`src/rtl/adder_chk_pkg.sv`:
```
// Shared types and helpers for the adder stimulus/checker harness.
package adder_chk_pkg;

    typedef enum logic [1:0] {
        IDLE  = 2'd0,
        RUN   = 2'd1,
        DRAIN = 2'd2,
        DONE  = 2'd3
    } chk_state_t;

    localparam int CNT_W = 16;

    function automatic logic [CNT_W-1:0] sat_inc(input logic [CNT_W-1:0] v);
        return (v == '1) ? v : v + CNT_W'(1);
    endfunction

endpackage

```
`src/rtl/adder_exp_pipe.sv`:
```
// LAT-deep shift register of expected sums; only the valid bits are reset,
// the payload is don't-care whenever its valid bit is low.
module adder_exp_pipe
    import adder_chk_pkg::*;
#(
    parameter int unsigned W   = 64,
    parameter int unsigned LAT = 2
) (
    input  logic             clk,
    input  logic             reset,
    input  logic             push_valid,
    input  logic [W:0]       push_exp,
    input  logic [CNT_W-1:0] push_idx,
    output logic [LAT-1:0]   stage_vld,
    output logic [W:0]       tail_exp,
    output logic [CNT_W-1:0] tail_idx
);

    logic [W:0]       exp_q [LAT];
    logic [CNT_W-1:0] idx_q [LAT];

    always_ff @(posedge clk or posedge reset) begin
        if (reset) begin
            stage_vld <= '0;
        end else begin
            stage_vld[0] <= push_valid;
            for (int i = 1; i < LAT; i++) begin
                stage_vld[i] <= stage_vld[i-1];
            end
        end
    end

    always_ff @(posedge clk) begin
        exp_q[0] <= push_exp;
        idx_q[0] <= push_idx;
        for (int i = 1; i < LAT; i++) begin
            exp_q[i] <= exp_q[i-1];
            idx_q[i] <= idx_q[i-1];
        end
    end

    assign tail_exp = exp_q[LAT-1];
    assign tail_idx = idx_q[LAT-1];

endmodule

```
`config.mk`:
```
export PLATFORM = sky130hd
export DESIGN_NAME = adder_exp_pipe
export DESIGN_NICKNAME = d
export VERILOG_FILES = /design/src/rtl/adder_chk_pkg.sv /design/src/rtl/adder_exp_pipe.sv
export SDC_FILE = /design/constraint.sdc
export NUM_CORES = 1
export LEC_CHECK = 0
export CAP_MARGIN = 40
export CELL_PAD_IN_SITES_DETAIL_PLACEMENT = 1
export CELL_PAD_IN_SITES_GLOBAL_PLACEMENT = 1
export CORE_UTILIZATION = 29
export DETAILED_ROUTE_END_ITERATION = 8
export PLACE_DENSITY = 0.78
export SYNTH_ARGS = -nofsm -noshare
export SYNTH_HDL_FRONTEND = slang
export SYNTH_SLANG_ARGS = --single-unit
```
`constraint.sdc`:
```
create_clock -name clk -period 0.8 [get_ports clk]
set_clock_uncertainty 0.15 [all_clocks]
set_input_delay 0.16 -clock clk [delete_from_list [all_inputs] [get_ports clk]]
set_output_delay 0.16 -clock clk [all_outputs]
set_load 0.02 [all_outputs]
```
## Yosys cells after proc, flatten, opt, wreduce, memory -nomap -nowiden

Memory sizes are Yosys's and may differ from the RTL's.
Cells that the tools add are included.

- Register bits after elaboration: 2
- RAM bits: 162
- Output and inout port bits: 83
- Logic and storage cells: 3
- Memories kept: 2

Memory list:

| name | words | bits a word | rd ports | clocked after memory_dff | write ports | RTL line | source |
|---|---|---|---|---|---|---|---|
| exp_q | 2 | 65 | 2 | 0 | 2 | adder_exp_pipe.sv:19 | `logic [W:0] exp_q [LAT];` |
| idx_q | 2 | 16 | 2 | 0 | 2 | adder_exp_pipe.sv:20 | `logic [CNT_W-1:0] idx_q [LAT];` |

## Longest topological paths before layout

Gate-level depths: netlist (run 1).

- Word-level depth: 0
- Depth in mapped cells: 1

## Worst setup path before layout (run 1)

OpenSTA, ideal clock, no wires.

- Path type: reg-to-output
- Start: register stage_vld[0]
- End: output stage_vld[0]
- Data arrival time: 0.424 ns
- Data required time: 0.490 ns
- Slack: 0.066 ns
- Cell stages (with the launch flop): 1
- Cells stage by stage: dfrtp_1

RTL lines:

| element | RTL line | source |
|---|---|---|
| start: declaration | adder_exp_pipe.sv:14 | `output logic [LAT-1:0] stage_vld,` |
| start signal: assignment | adder_exp_pipe.sv:26 | `stage_vld[0] <= push_valid;` |
| start signal: indexed assignment | adder_exp_pipe.sv:28 | `stage_vld[i] <= stage_vld[i-1];` |

No word-level cell between the ends.

## Worst setup path in the final report (run 1)

- Start: register stage_vld[0]
- End: output stage_vld[0]

No word-level cell between the ends.

==> impl_results.md, run 1 <==
* Max Clk Rate at 0.8040 GHz
* Synth Area in Compound Gates at 0%
* Switch Pwr at 3478 uW
* First-pass GRT wire length at 11480 um
* Core Area at 0.01319 mm2
* Total track usage at 11.60%
* Synth Register Bits at 164
* Crit Path Class: flip-flop to output pin
* Post-synthesis simple-gate area fraction at 0%
* Cell Area, Synth at 0.003905 mm2
* Internal power at 14080 uW
* GP Congestion at 0.6840
* Crit path capture type: output pin
* Worst setup SP type: flip-flop
* Vias per cell at 3.446
* Post-DRT Antenna Nets at 0
* FP Rows at 42
* Worst-Margin Slew at 184.0 ps
* Netlist cell types at 4
* Die ar. at 0.01393 mm2
* Die H at 118.0 um
* Clk buf depth at 2
* Largest family of logic cells by synthesized area: buffers and inverters
* Met1 Track Usage GR at 10.28%
* VDD IR max at 0.001366 V
* Vias in the first global route at 2102
* Global-route met2 utilization at 20.22%
* Starting density of the core at 29.61%
* Period utilization at 155.5%
* Multi-input combinational cell count at 0
* Layout Nets at 435
* Global route overflow at 0
* Net Sw Frac at 19.81%
* Multi-input gate area at 0 um2
* GR peak layer: met2
* Worst Setup Slack, final at -443.8 ps
* Required time worst endpoint at 490 ps
* DR iter-0 viols at 40
* Syn_nets at 330
* I/O Pins at 167
* Cell total after placement at 507
* Antenna Cells at 0
* Leakage Power at 0.002495 uW
* Chip width at 118.0 um
* CTS tree: built
* Arrival time worst endpoint at 930 ps
* Final Setup Violations at 83
* Pre-antenna DRT Iters at 4
* Slew Limit Fails at 0
* Non-Filler Instances at 536
* Met3 Resource Use GR at 6.444%
* Syn Area/Cell at 15.87 um2
* Adder-Cell Fraction of Synth Area at 0%
* Buf/Inv on CP at 1
* Clock latency on the worst-skew pair at 410 ps
* Class of the worst hold path: primary input to flip-flop
* Logic pwr share at 6.8%
* Post-synthesis cell count at 246
* Pre-CTS setup slack at -454.8 ps
* Cts bufs inserted at 17
* Antenna violations before repair at 0
* Max_slew headroom at 87.73%
* Clock slew at reported path FFs at 60 ps
* Mux cell area share after synthesis at 0%
* Seq pwr share at 50.2%
* Dpl hpwl at 5224 um
* Max_cap viols at 0
* Status: complete, but fails checks
* CP max stage delay at 380 ps
* Family with the most delay on the worst path: flip-flops
* Routed len/inst at 13.91 um
* Crit path time final at 1244 ps
* Final wirelength at 7457 um
* H-tree levels at 4
* Synth-to-layout area growth at 52.13%
* Synth Area in XOR/XNOR at 0%
* CP max stage cell: dfrtp_1
* Worst Min Path Start: push_exp[10]
* IO buf count at 166
* Pwr dens at 2955 mW/mm2
* Clk network pwr share at 43.0%
* Yosys warns at 0
* Crit-path max FO at 2
* Failing checks: setup timing
* Share of cells above drive strength 1 at 52.50%
* DRC violations left at 0
* Root Buffer: clkbuf_16
* Sequential share of the synthesized area at 84.33%
* Via total after detailed routing at 1847
* Largest net degree at the start of global routing at 17
* Crit path from: stage_vld[0]
* Reg2reg start: stage_vld[0]
* Final hold vios at 0
* RSZ-0062 raised after global routing: yes
* Critical Path, Cell by Cell: buf_6
* Sink Count at 164
-- routing by layer --
| layer | wire [um] | vias to the layer above |
|---|---|---|
| li1 | - | 879 |
| met4 | 220 | 0 |
| met2 | 4029 | 106 |
| met3 | 631 | 18 |
| met1 | 2575 | 844 |
| met5 | 0 | - |
-- placed cells by master (no fill, tap or decap) --
cell | Yosys | routed
clkdlybuf4s50_1 | 0 | 83
buf_6 | 0 | 83
dfxtp_1 | 162 | 81
dfxtp_2 | 0 | 81
clkbuf_16 | 0 | 17
clkinv_2 | 0 | 3
clkbuf_1 | 0 | 3
clkbuf_8 | 0 | 2
bufinv_16 | 0 | 2
dfrtp_1 | 2 | 2
inv_1 | 1 | 1
clkinvlp_4 | 0 | 1
dlygate4sd3_1 | 0 | 1
-- cells in the mapped netlist --
cell | number | share of area, %
dfxtp_1 | 162 | 83
inv_1 | 1 | 0.096
dfrtp_1 | 2 | 1.3
buf_4 | 81 | 16
-- final cells by class --
| cell class | count | area [um2] |
|---|---|---|
| fillers | 1299 | 7249 |
| flip-flops and latches | 164 | 3395 |
| repair buffers | 167 | 1775 |
| clock buffers | 22 | 464.2 |
| well taps | 176 | 220.2 |
| clock inverters | 6 | 82.58 |
| inverters | 1 | 3.754 |
-- power by group through the flow --
stage                     logic, uW  registers [uW]  clock network [uW]
after global placement         1130            8880                   0
after floorplan                 589            8870                   0
final                          1190            8820                7550
after CTS                      1200            8820                7760
after global routing           1240            8860                8140
after detailed placement       1150            8910                   0
-- path summary, 6_finish.rpt --
check	slack, ps	cells after the start	end
max	-440	1	stage_vld[0]
min	30	1	exp_q[0][10]
max reg2reg	150	0	stage_vld[1]
min reg2reg	180	0	exp_q[0][105]
max in group asynchronous	70	3	stage_vld[0]
min in group asynchronous	320	3	stage_vld[1]
-- cell families (layout without fill, tap and decap cells) --
group    Yosys count  in the layout
buf+inv           82            196
flops            164            164
-- through the flow --
stage | cell area, um2 | hold slack, ps | utilization, % | setup TNS, ps | power, uW
after detailed placement | 5179 | 163.2 | 39.26 | -36700 | 10060
after floorplan | 3905 | -248.8 | - | 0 | 9455
after global placement | 5179 | 159.7 | 39.26 | -35560 | 10020
after global routing | 5941 | 9.082 | 45.04 | -32640 | 18240
after CTS | 5941 | 12.75 | 45.04 | -31850 | 17780
final | 5941 | 34.38 | 45.04 | -29660 | 17560
-- flip-flops by register name (all words and copies together), names as in the netlist --
signal     count
exp_q        130
idx_q         32
stage_vld      2
-- timing repair --
item                                    CTS  global route
gates resized for setup                 586             0
endpoints found under the setup margin   83            83
pin swaps                                 0             0
hold endpoints to repair                  2             0
hold buffers                              1             0
buffers inserted                          0             0
Power figures use the tool's default switching activity.
==> inputs of run 2 (changes only) <==
- PLACE_DENSITY: 0.78 -> default
- PLACE_DENSITY_LB_ADDON: default -> 0.1
==> run 2 against run 1 <==
The run still ends with setup timing left. Via count shrank 1.1%. Clock power shrank 9.5%. Die area is the same. Combinational power is essentially flat. Critical endpoint unchanged. Routed wire length shrank 17%. Sequential cell count is the same. Count of clock-buffer cells in the layout grew 1. Setup slack gained 8.5 ps. Maximum frequency grew 0.69%. Non-clock buffer count grew 2. Cell count grew 0.56%. Hold slack gained 11 ps.
==> impl_results.md, run 2 (synthesis results as in run 1) <==
* Status: complete, but fails checks
* Failing checks: setup timing
* DRC violations left at 0
* Max_cap viols at 0
* Placed Area at 0.005179 mm2
* IO buf count at 166
* Crit Path Class: flip-flop to output pin
* Vias in the first global route at 1901
* Pre-antenna DRT Iters at 3
* Most frequent cells in the layout: clkdlybuf4s50_1 (83), buf_6 (83), dfxtp_1 (81), dfxtp_2 (81), clkbuf_16 (17)
* GP Congestion at 0.6274
* Worst setup SP type: flip-flop
* Slew Limit Fails at 0
* Global route overflow at 0
* Largest register FFs at 130
* Final Setup Violations at 84
* Chip width at 118.0 um
* First-pass GRT wire length at 9673 um
* Dpl hpwl at 4330 um
* Die ar. at 0.01393 mm2
* Period utilization at 154.4%
* Root Buffer: clkbuf_16
* Starting density of the core at 29.61%
* Biggest regs: exp_q (130), idx_q (32), stage_vld (2)
* Critical Path, Cell by Cell: buf_6
* H-tree levels at 4
* Family with the most delay on the worst path: flip-flops
* Vias per cell at 3.388
* Final wirelength at 6185 um
* Max Clk Rate at 0.8096 GHz
* Multi-input combinational cell count at 0
* Core Area at 0.01319 mm2
* Fin area at 0.005909 mm2
* Routed len/inst at 11.47 um
* Worst Min Path Start: push_exp[55]
* Hold Path Sink: exp_q[0][55]
* Synth-to-layout area growth at 51.33%
* Crit path time final at 1235 ps
* Via total after detailed routing at 1826
* Crit path from: stage_vld[0]
* Reg2reg start: stage_vld[0]
* CTS tree: built
* # fillers at 1307
* Clk buf depth at 2
* I/O Pins at 167
* Share of cells above drive strength 1 at 52.62%
* Final hold vios at 0
* Largest net degree at the start of global routing at 17
* VDD IR max at 0.001457 V
* Pre-CTS setup slack at -462.8 ps
* Die H at 118.0 um
* Worst-Margin Slew at 175.4 ps
* Arrival time worst endpoint at 930 ps
* DR iter-0 viols at 89
* CP max stage delay at 390 ps
* Class of the worst hold path: primary input to flip-flop
* Multi-input gate area at 0 um2
* Reg-to-Reg End: stage_vld[1]
* Post-DRT Antenna Nets at 0
* Total track usage at 9.737%
* Cts bufs inserted at 17
* Antenna violations before repair at 0
* Clock slew at reported path FFs at 60 ps
* Crit path capture type: output pin
* Clock latency on the worst-skew pair at 400 ps
* CP max stage cell: dfrtp_1
* Worst Setup Slack, final at -435.2 ps
* RSZ-0062 raised after global routing: yes
* Util after Layout at 44.80%
* Layout Nets at 437
* Leakage Power at 0.002485 uW
* R2r worst-path depth at 2
* Pwr dens at 2844 mW/mm2
* Crit-path max FO at 2
* Max_slew headroom at 88.31%
* FP Rows at 42
* Sink Count at 164
* Antenna Cells at 0
* Buf/Inv on CP at 1
* Setup TNS at -28790 ps
* Hold Path Depth at 1
* Required time worst endpoint at 490 ps
* R2r setup slk at -100 ps
* Largest Register: exp_q
==> run 2: final cells by class <==
class | instances | area (um2) | area share [%]
clock inverter | 6 | 32.53 | 0.5505
tap | 176 | 220.2 | 3.726
sequential | 164 | 3395 | 57.44
clock buffer | 23 | 467.9 | 7.919
inverter | 1 | 3.754 | 0.06352
timing repair buffer | 169 | 1790 | 30.30
==> run 2: power by group <==
part           internal [uW]  leakage (uW)  switching [uW]
sequential              8660       0.00139             141
clock                   4050      0.000248            2780
combinational            758      0.000846             422
==> run 2: stage by stage <==
step / total power, uW / hold slack, ps / instances
global placement: 10000 / 159.6 / 507
floorplan: 9455 / -248.8 / 246
CTS: 17120 / 19.08 / 538
finish: 16800 / 45.79 / 539
detailed placement: 10030 / 163.2 / 507
global route: 17540 / 18.79 / 539
==> run 2: how the worst max path moves through the flow <==
stage	endpoint	depth (start not counted)
floorplan	stage_vld[0]	0
global placement	tail_exp[23]	1
detailed placement	tail_exp[23]	1
CTS	stage_vld[1]	1
global route	stage_vld[1]	1
finish	stage_vld[0]	1
==> run 2: layer usage <==
metal / track usage (%) / wire, um
met2: 15.11 / 3065
met4: 6.490 / 125
met1: 9.085 / 2250
met5: 0 / 0
met3: 6.928 / 743
==> run 2: timing repair <==
item                                    CTS  global route
endpoints found under the setup margin   83            83
hold buffers                              1             0
setup buffers                             1             1
gates resized for setup                 580             0
hold endpoints to repair                  2             0
==> inputs of run 3 (changes only) <==
- GPL_ROUTABILITY_DRIVEN: default -> 0
==> results of run 3 <==
No change in the layout: final DEF, timing and power equal those of run 2.
